==> src/rtl/lamp_mon_pkg.sv <==
// Shared types and constants for the lamp-bar sequence monitor.
package lamp_mon_pkg;

    localparam int unsigned NUM_LAMPS = 16;
    localparam int unsigned CNT_W     = 5;
    localparam int unsigned CODE_W    = 3;
    localparam int unsigned PHASE_W   = 4;
    localparam int unsigned STAT_W    = 16;
    localparam int unsigned UP1_MAX   = 6;

    // Ten phases need a 4-bit code.
    typedef enum logic [PHASE_W-1:0] {
        IDLE = 4'd0,
        UP1  = 4'd1,
        DN1  = 4'd2,
        UP2  = 4'd3,
        KDN2 = 4'd4,
        DN2  = 4'd5,
        UP3  = 4'd6,
        KDN3 = 4'd7,
        DN3  = 4'd8,
        SYNC = 4'd9
    } phase_t;

    localparam logic [CODE_W-1:0] ERR_NONE     = 3'd0;
    localparam logic [CODE_W-1:0] ERR_PATTERN  = 3'd1;
    localparam logic [CODE_W-1:0] ERR_STEP     = 3'd2;
    localparam logic [CODE_W-1:0] ERR_REVERSAL = 3'd3;
    localparam logic [CODE_W-1:0] ERR_RANGE    = 3'd4;
    localparam logic [CODE_W-1:0] ERR_IDLE     = 3'd5;

endpackage

==> src/rtl/therm_decode.sv <==
// Thermometer-code decoder: lamp count plus a flag for a legal 2^n-1 pattern.
module therm_decode
    import lamp_mon_pkg::*;
(
    input  logic [NUM_LAMPS-1:0] bar,
    output logic [CNT_W-1:0]     cnt,
    output logic                 legal
);

    localparam int unsigned INC_W = NUM_LAMPS + 1;

    logic [INC_W-1:0] bar_inc;

    // 2^n-1 has no bit in common with itself plus one.
    assign bar_inc = {1'b0, bar} + INC_W'(1);
    assign legal   = (bar & bar_inc[NUM_LAMPS-1:0]) == '0;

    always_comb begin
        cnt = '0;
        for (int i = 0; i < NUM_LAMPS; i++) begin
            cnt = cnt + CNT_W'(bar[i]);
        end
    end

endmodule

==> src/rtl/lamp_seq_monitor.sv <==
// Passive checker decoding the flasher lamp bar into sequence phase, events and errors.
// Optional statistics counters are built when LAMP_SEQ_MONITOR_STATS_EN is defined.
module lamp_seq_monitor
    import lamp_mon_pkg::*;
#(
    parameter int unsigned KICK_LO = 6,
    parameter int unsigned KICK_HI = 11,
    parameter int unsigned MID_MIN = 5
) (
    input  logic                clk,
    input  logic                reset,
    input  logic [NUM_LAMPS-1:0] lamps,
    output logic [CNT_W-1:0]    count,
    output logic                dir,
    output logic [PHASE_W-1:0]  phase,
    output logic                kick_pulse,
    output logic                done_pulse,
    output logic                err_pulse,
    output logic [CODE_W-1:0]   err_code,
    output logic [STAT_W-1:0]   seq_cnt,
    output logic [STAT_W-1:0]   kick_cnt
);

    logic [NUM_LAMPS-1:0] lamps_q;
    logic [CNT_W-1:0]     dec_cnt;
    logic                 dec_legal;

    phase_t             state_q, state_d;
    logic [CNT_W-1:0]   count_d;
    logic               dir_d;
    logic               kick_d, done_d, err_d;
    logic [CODE_W-1:0]  code_d;

    logic step_up, step_dn, step_hold;
    logic at_zero, at_lo, at_hi, at_mid, at_full, at_up1_max;

    therm_decode u_decode (
        .bar   (lamps_q),
        .cnt   (dec_cnt),
        .legal (dec_legal)
    );

    always_ff @(posedge clk or negedge reset) begin
        if (!reset) begin
            lamps_q <= '0;
        end else begin
            lamps_q <= lamps;
        end
    end

    // Reversal points are judged at the previous count, where the turn happens.
    assign step_up    = dec_cnt == count + CNT_W'(1);
    assign step_dn    = dec_cnt + CNT_W'(1) == count;
    assign step_hold  = dec_cnt == count;
    assign at_zero    = count == '0;
    assign at_lo      = count == CNT_W'(KICK_LO);
    assign at_hi      = count == CNT_W'(KICK_HI);
    assign at_mid     = count == CNT_W'(MID_MIN);
    assign at_full    = count == CNT_W'(NUM_LAMPS);
    assign at_up1_max = count == CNT_W'(UP1_MAX);

    always_comb begin
        state_d = state_q;
        count_d = count;
        dir_d   = dir;
        kick_d  = 1'b0;
        done_d  = 1'b0;
        err_d   = 1'b0;
        code_d  = ERR_NONE;

        if (dec_legal) begin
            count_d = dec_cnt;
            dir_d   = dec_cnt > count;
        end

        if (state_q == SYNC) begin
            if (dec_legal && dec_cnt == '0) state_d = IDLE;
        end else if (!dec_legal) begin
            code_d = ERR_PATTERN;
        end else if (state_q == IDLE) begin
            if (step_up && at_zero)  state_d = UP1;
            else if (!step_hold)     code_d  = ERR_IDLE;
        end else if (!(step_up || step_dn || step_hold)) begin
            code_d = ERR_STEP;
        end else if (!step_hold) begin
            case (state_q)
                UP1: begin
                    if (step_up) begin
                        if (dec_cnt > CNT_W'(UP1_MAX)) code_d = ERR_RANGE;
                    end else if (at_up1_max) state_d = DN1;
                    else code_d = ERR_REVERSAL;
                end
                DN1: begin
                    if (step_up) begin
                        if (at_zero) state_d = UP2;
                        else         code_d  = ERR_REVERSAL;
                    end
                end
                UP2: begin
                    if (step_up) begin
                        if (dec_cnt > CNT_W'(KICK_HI)) code_d = ERR_RANGE;
                    end else if (at_hi) begin
                        state_d = DN2;
                    end else if (at_lo) begin
                        state_d = KDN2;
                        kick_d  = 1'b1;
                    end else begin
                        code_d = ERR_REVERSAL;
                    end
                end
                KDN2: begin
                    if (step_up) begin
                        if (at_zero) state_d = UP2;
                        else         code_d  = ERR_REVERSAL;
                    end
                end
                DN2: begin
                    if (step_dn) begin
                        if (dec_cnt < CNT_W'(MID_MIN)) code_d = ERR_RANGE;
                    end else if (at_mid) state_d = UP3;
                    else code_d = ERR_REVERSAL;
                end
                UP3: begin
                    if (step_dn) begin
                        if (at_full) begin
                            state_d = DN3;
                        end else if (at_lo || at_hi) begin
                            state_d = KDN3;
                            kick_d  = 1'b1;
                        end else begin
                            code_d = ERR_REVERSAL;
                        end
                    end
                end
                KDN3: begin
                    if (step_dn) begin
                        if (dec_cnt < CNT_W'(MID_MIN)) code_d = ERR_RANGE;
                    end else if (at_mid) state_d = UP3;
                    else code_d = ERR_REVERSAL;
                end
                DN3: begin
                    if (step_up) begin
                        code_d = ERR_REVERSAL;
                    end else if (dec_cnt == '0) begin
                        state_d = IDLE;
                        done_d  = 1'b1;
                    end
                end
                default: ;
            endcase
        end

        if (code_d != ERR_NONE) begin
            err_d   = 1'b1;
            state_d = SYNC;
        end
    end

    always_ff @(posedge clk or negedge reset) begin
        if (!reset) begin
            state_q    <= IDLE;
            count      <= '0;
            dir        <= 1'b0;
            kick_pulse <= 1'b0;
            done_pulse <= 1'b0;
            err_pulse  <= 1'b0;
            err_code   <= ERR_NONE;
        end else begin
            state_q    <= state_d;
            count      <= count_d;
            dir        <= dir_d;
            kick_pulse <= kick_d;
            done_pulse <= done_d;
            err_pulse  <= err_d;
            if (err_d) err_code <= code_d;
        end
    end

    assign phase = state_q;

`ifdef LAMP_SEQ_MONITOR_STATS_EN
    logic [STAT_W-1:0] seq_q, kick_q;

    // Saturating event counters, cleared only by reset.
    always_ff @(posedge clk or negedge reset) begin
        if (!reset) begin
            seq_q  <= '0;
            kick_q <= '0;
        end else begin
            if (done_d && seq_q != '1)  seq_q  <= seq_q + STAT_W'(1);
            if (kick_d && kick_q != '1) kick_q <= kick_q + STAT_W'(1);
        end
    end

    assign seq_cnt  = seq_q;
    assign kick_cnt = kick_q;
`else
    assign seq_cnt  = '0;
    assign kick_cnt = '0;
`endif

endmodule
==> config.mk <==
export PLATFORM = sky130hd
export DESIGN_NAME = lamp_seq_monitor
export DESIGN_NICKNAME = d
export VERILOG_FILES = /design/src/rtl/lamp_mon_pkg.sv /design/src/rtl/therm_decode.sv /design/src/rtl/lamp_seq_monitor.sv
export SDC_FILE = /design/constraint.sdc
export NUM_CORES = 1
export LEC_CHECK = 0
export CAP_MARGIN = 20
export CORE_UTILIZATION = 30
export DETAILED_ROUTE_END_ITERATION = 8
export PLACE_DENSITY = 0.54
export SLEW_MARGIN = 10
export SYNTH_ARGS = -nofsm -noshare
export SYNTH_HDL_FRONTEND = slang
export SYNTH_HIERARCHICAL = 1
export SYNTH_SLANG_ARGS = --single-unit
export TNS_END_PERCENT = 20
==> constraint.sdc <==
create_clock -name clk -period 7.15 [get_ports clk]
set_input_delay 1.7875 -clock clk [delete_from_list [all_inputs] [get_ports clk]]
set_output_delay 1.7875 -clock clk [all_outputs]
set_load 0.05 [all_outputs]
==> run summary <==
Hold Vio Cnt, Final -> 0
worst setup path class -> flip-flop to flip-flop
final net count -> 401
Ys Warns -> 6
largest family of logic cells by synthesized area -> simple AND/OR/NAND/NOR gates
first drt pass iteration count -> 4
Combinational Power Share -> 0.684
Primary FF master, synth -> dfrtp_1
Initial DRC Count -> 114
most frequent cells in the layout -> inv_1, clkdlybuf4s50_1, conb_1, dfrtp_1, nand2_1
number of diodes -> 0
Syn-to-layout area delta -> 14.2%
Total GRT Usage -> 0.151
Worst Path Arrival -> 6.34 ns
Crit path largest cell delay -> 0.78 ns
Area after DPL -> 3200 um^2
clk_lat worst skew -> 0.28 ns
post-synthesis mux area share -> 0.0105
Syn Std Cell Area -> 2870 um^2
CTS tree -> yes
core footprint -> 9240 um^2
number of synthesized register bits -> 32
worst vdd ir -> 0.144 mV
WHS -> 0.529 ns
Residual DRC -> 0
WP data required -> 7.31 ns
Crit. End Element -> flip-flop
global route overflow -> 0
# setup viols final -> 0
Routability Congestion -> 0.842
Cells after Synth -> 325
pwr dens -> 312 nW/um^2
hpwl dp -> 5.49 mm
Setup crit start kind -> flip-flop
post_cts resized -> 0
XOR/XNOR Fraction of Synth Area -> 0.0506
Post-CTS Setup Bufs -> 0
Root Buffer -> clkbuf_8
Reg power frac -> 0.188
Internal Power -> 526 uW
max-cap violations -> 0
GRT busiest layer -> met2
Clk network pwr share -> 0.127
CTS Hold Buffers Added -> 0
Lkg Pwr -> 0.00142 uW
Vias -> 2335
Worst Hold Class -> flip-flop to flip-flop
via-per-instance ratio -> 4.83
setup TNS -> 0 ns
Tmin final -> 6.17 ns
CP most frequent cell -> fa_1
initial core utilization -> 0.311
RSZ-0062 raised after global routing -> no
Compound-Gate Fraction of Synth Area -> 0.172
Rows -> 35
Buffers on Ports -> 33
Syn Area/Cell -> 8.83 um^2
design area -> 3280 um^2
GR Util met3 -> 0.0272
die area -> 9960 um^2
drt wl/cell -> 14.7 um
I/O pins -> 66
die width -> 99.8 um
achievable frequency -> 162 MHz
number of enable flip-flop cells after synthesis -> 0
CTS HTree Levels -> 2
Clock Skews -> 0.0105 ns
Post-Synth Adder-Cell Area -> 0.153
antenna violations before repair -> 0
pre-CTS setup slack -> 1.01 ns
largest net degree at the start of global routing -> 33
Slew @ Worst Pin -> 1.04 ns
utilization after layout -> 0.355
layout cells sized above 1 -> 0.0565
Routed WL -> 7.09 mm
vias in the first global route -> 2333
Slew HR -> 0.306
Max FO, Critical Path -> 13
Net Sw Frac -> 0.485
first-pass GRT wire length -> 11.8 mm
status -> complete, no violations
Unique masters post-synth -> 61
Cell Chain, Critical Path -> inv_1 > fa_1 > fa_1 > fa_1 > fa_1 > inv_1 > ha_1 > inv_1 > fa_1 > xnor2_1 > xor3_1 > nor3_2 > nand3_2 > a41o_1 > a311o_1 > o31a_1 > or3_1
Slew Viols, Final -> 0
sequential area share after synthesis -> 0.279
ANT nets after route -> 0
die height -> 99.8 um
simple-gate share of the synthesized area -> 0.183
GR Layer Usage met2 -> 0.248
FFs w/ async S/R, synth -> 1.00
setup ws final -> 0.975 ns
CP max stage cell -> xnor2_1
Psw -> 495 uW
CTS buffer count -> 5
most common cell after layout, fill and taps aside -> inv_1
fin crit share -> 0.864
clk slew on worst S/H paths -> 0.07 ns
met1 Resource Use GR -> 0.198
Num Clock Sinks -> 32
clock tree buffer depth -> 2
==> cell type report <==
class / instances / area, um^2
multi-input combinational: 242 / 1750
sequential: 32 / 801
clock buffer: 6 / 72.6
inverter: 39 / 146
timing repair buffer: 34 / 338
clock inverter: 1 / 5.00
fill: 959 / 5960
tap: 129 / 161
==> stage by stage <==
stage / std cells / power, uW
2_1_floorplan: 356 / 765
3_3_place_gp: 476 / 885
3_5_place_dp: 476 / 887
4_1_cts: 483 / 1020
5_1_grt: 483 / 1120
6_report: 483 / 1020
==> final timing paths <==
kind | slack (ns) | cells past startpoint | start | end
worst max-delay path | 0.98 | 17 | lamps_q[0]$_DFF_PN0_ | phase[3]$_DFFE_PN0P_
worst min-delay path | 0.53 | 2 | err_code[2]$_DFFE_PN0P_ | err_code[2]$_DFFE_PN0P_
worst max register to register | 0.98 | 17 | lamps_q[0]$_DFF_PN0_ | phase[3]$_DFFE_PN0P_
worst min register to register | 0.53 | 2 | err_code[2]$_DFFE_PN0P_ | err_code[2]$_DFFE_PN0P_
max in group asynchronous | 4.94 | 2 | reset | lamps_q[3]$_DFF_PN0_
min in group asynchronous | 1.91 | 2 | reset | count[0]$_DFFE_PN0P_
==> cell families after synthesis <==
family	count (synthesis)
compound gates	70
flops	32
other cells	1
buf+inv	82
fa+ha+maj	29
mux	3
simple gates	94
xor+xnor	14
==> layer usage <==
layer  wire length [um]  up-vias
met5                  0        -
met4                140        0
met3                379       12
met2               3370       87
met1               3200     1103
li1                   -     1133
==> synth_stat cells (all sizes together), types with 4 or more instances <==
cell    instances  area share
a31oi           4      0.0087
a21oi          11       0.019
fa             10       0.070
nor4            5       0.011
clkbuf          7      0.0092
o21ai          18       0.031
and3            5       0.011
inv            39       0.051
nand3          13       0.024
xnor2           9       0.030
xor2            4       0.012
ha             19       0.083
nor3            7       0.016
nand2          20       0.026
a21o            4       0.010
nor2           14       0.018
dfrtp          32        0.28
nand3b          4       0.010
nand4           9       0.024
buf            36       0.091
==> flip-flops by register name (all words and copies together) (netlist names) <==
signal,cells
lamps_q,16
count,5
phase,4
err_code,3
dir,1
done_pulse,1
err_pulse,1
kick_pulse,1
==> worst max-delay path, delay by kind of cell, from the launching register on <==
kind / cells / cell delay (ns)
and+or+nand+nor: 3 / 0.68
AOI/OAI and AO/OA: 3 / 0.91
adders and majority gates: 6 / 2.58
xor gates and xnor gates: 2 / 1.26
DFF: 1 / 0.39
buffers and inverters: 3 / 0.23
==> power by group through the flow <==
stage | Clock [uW] | Combinational (uW) | Sequential (uW)
finish | 130 | 699 | 192
floorplan | 0 | 570 | 195
global placement | 0 | 689 | 196
global route | 145 | 780 | 193
CTS | 135 | 697 | 192
detailed placement | 0 | 692 | 195
Power figures use the tool's default switching activity.
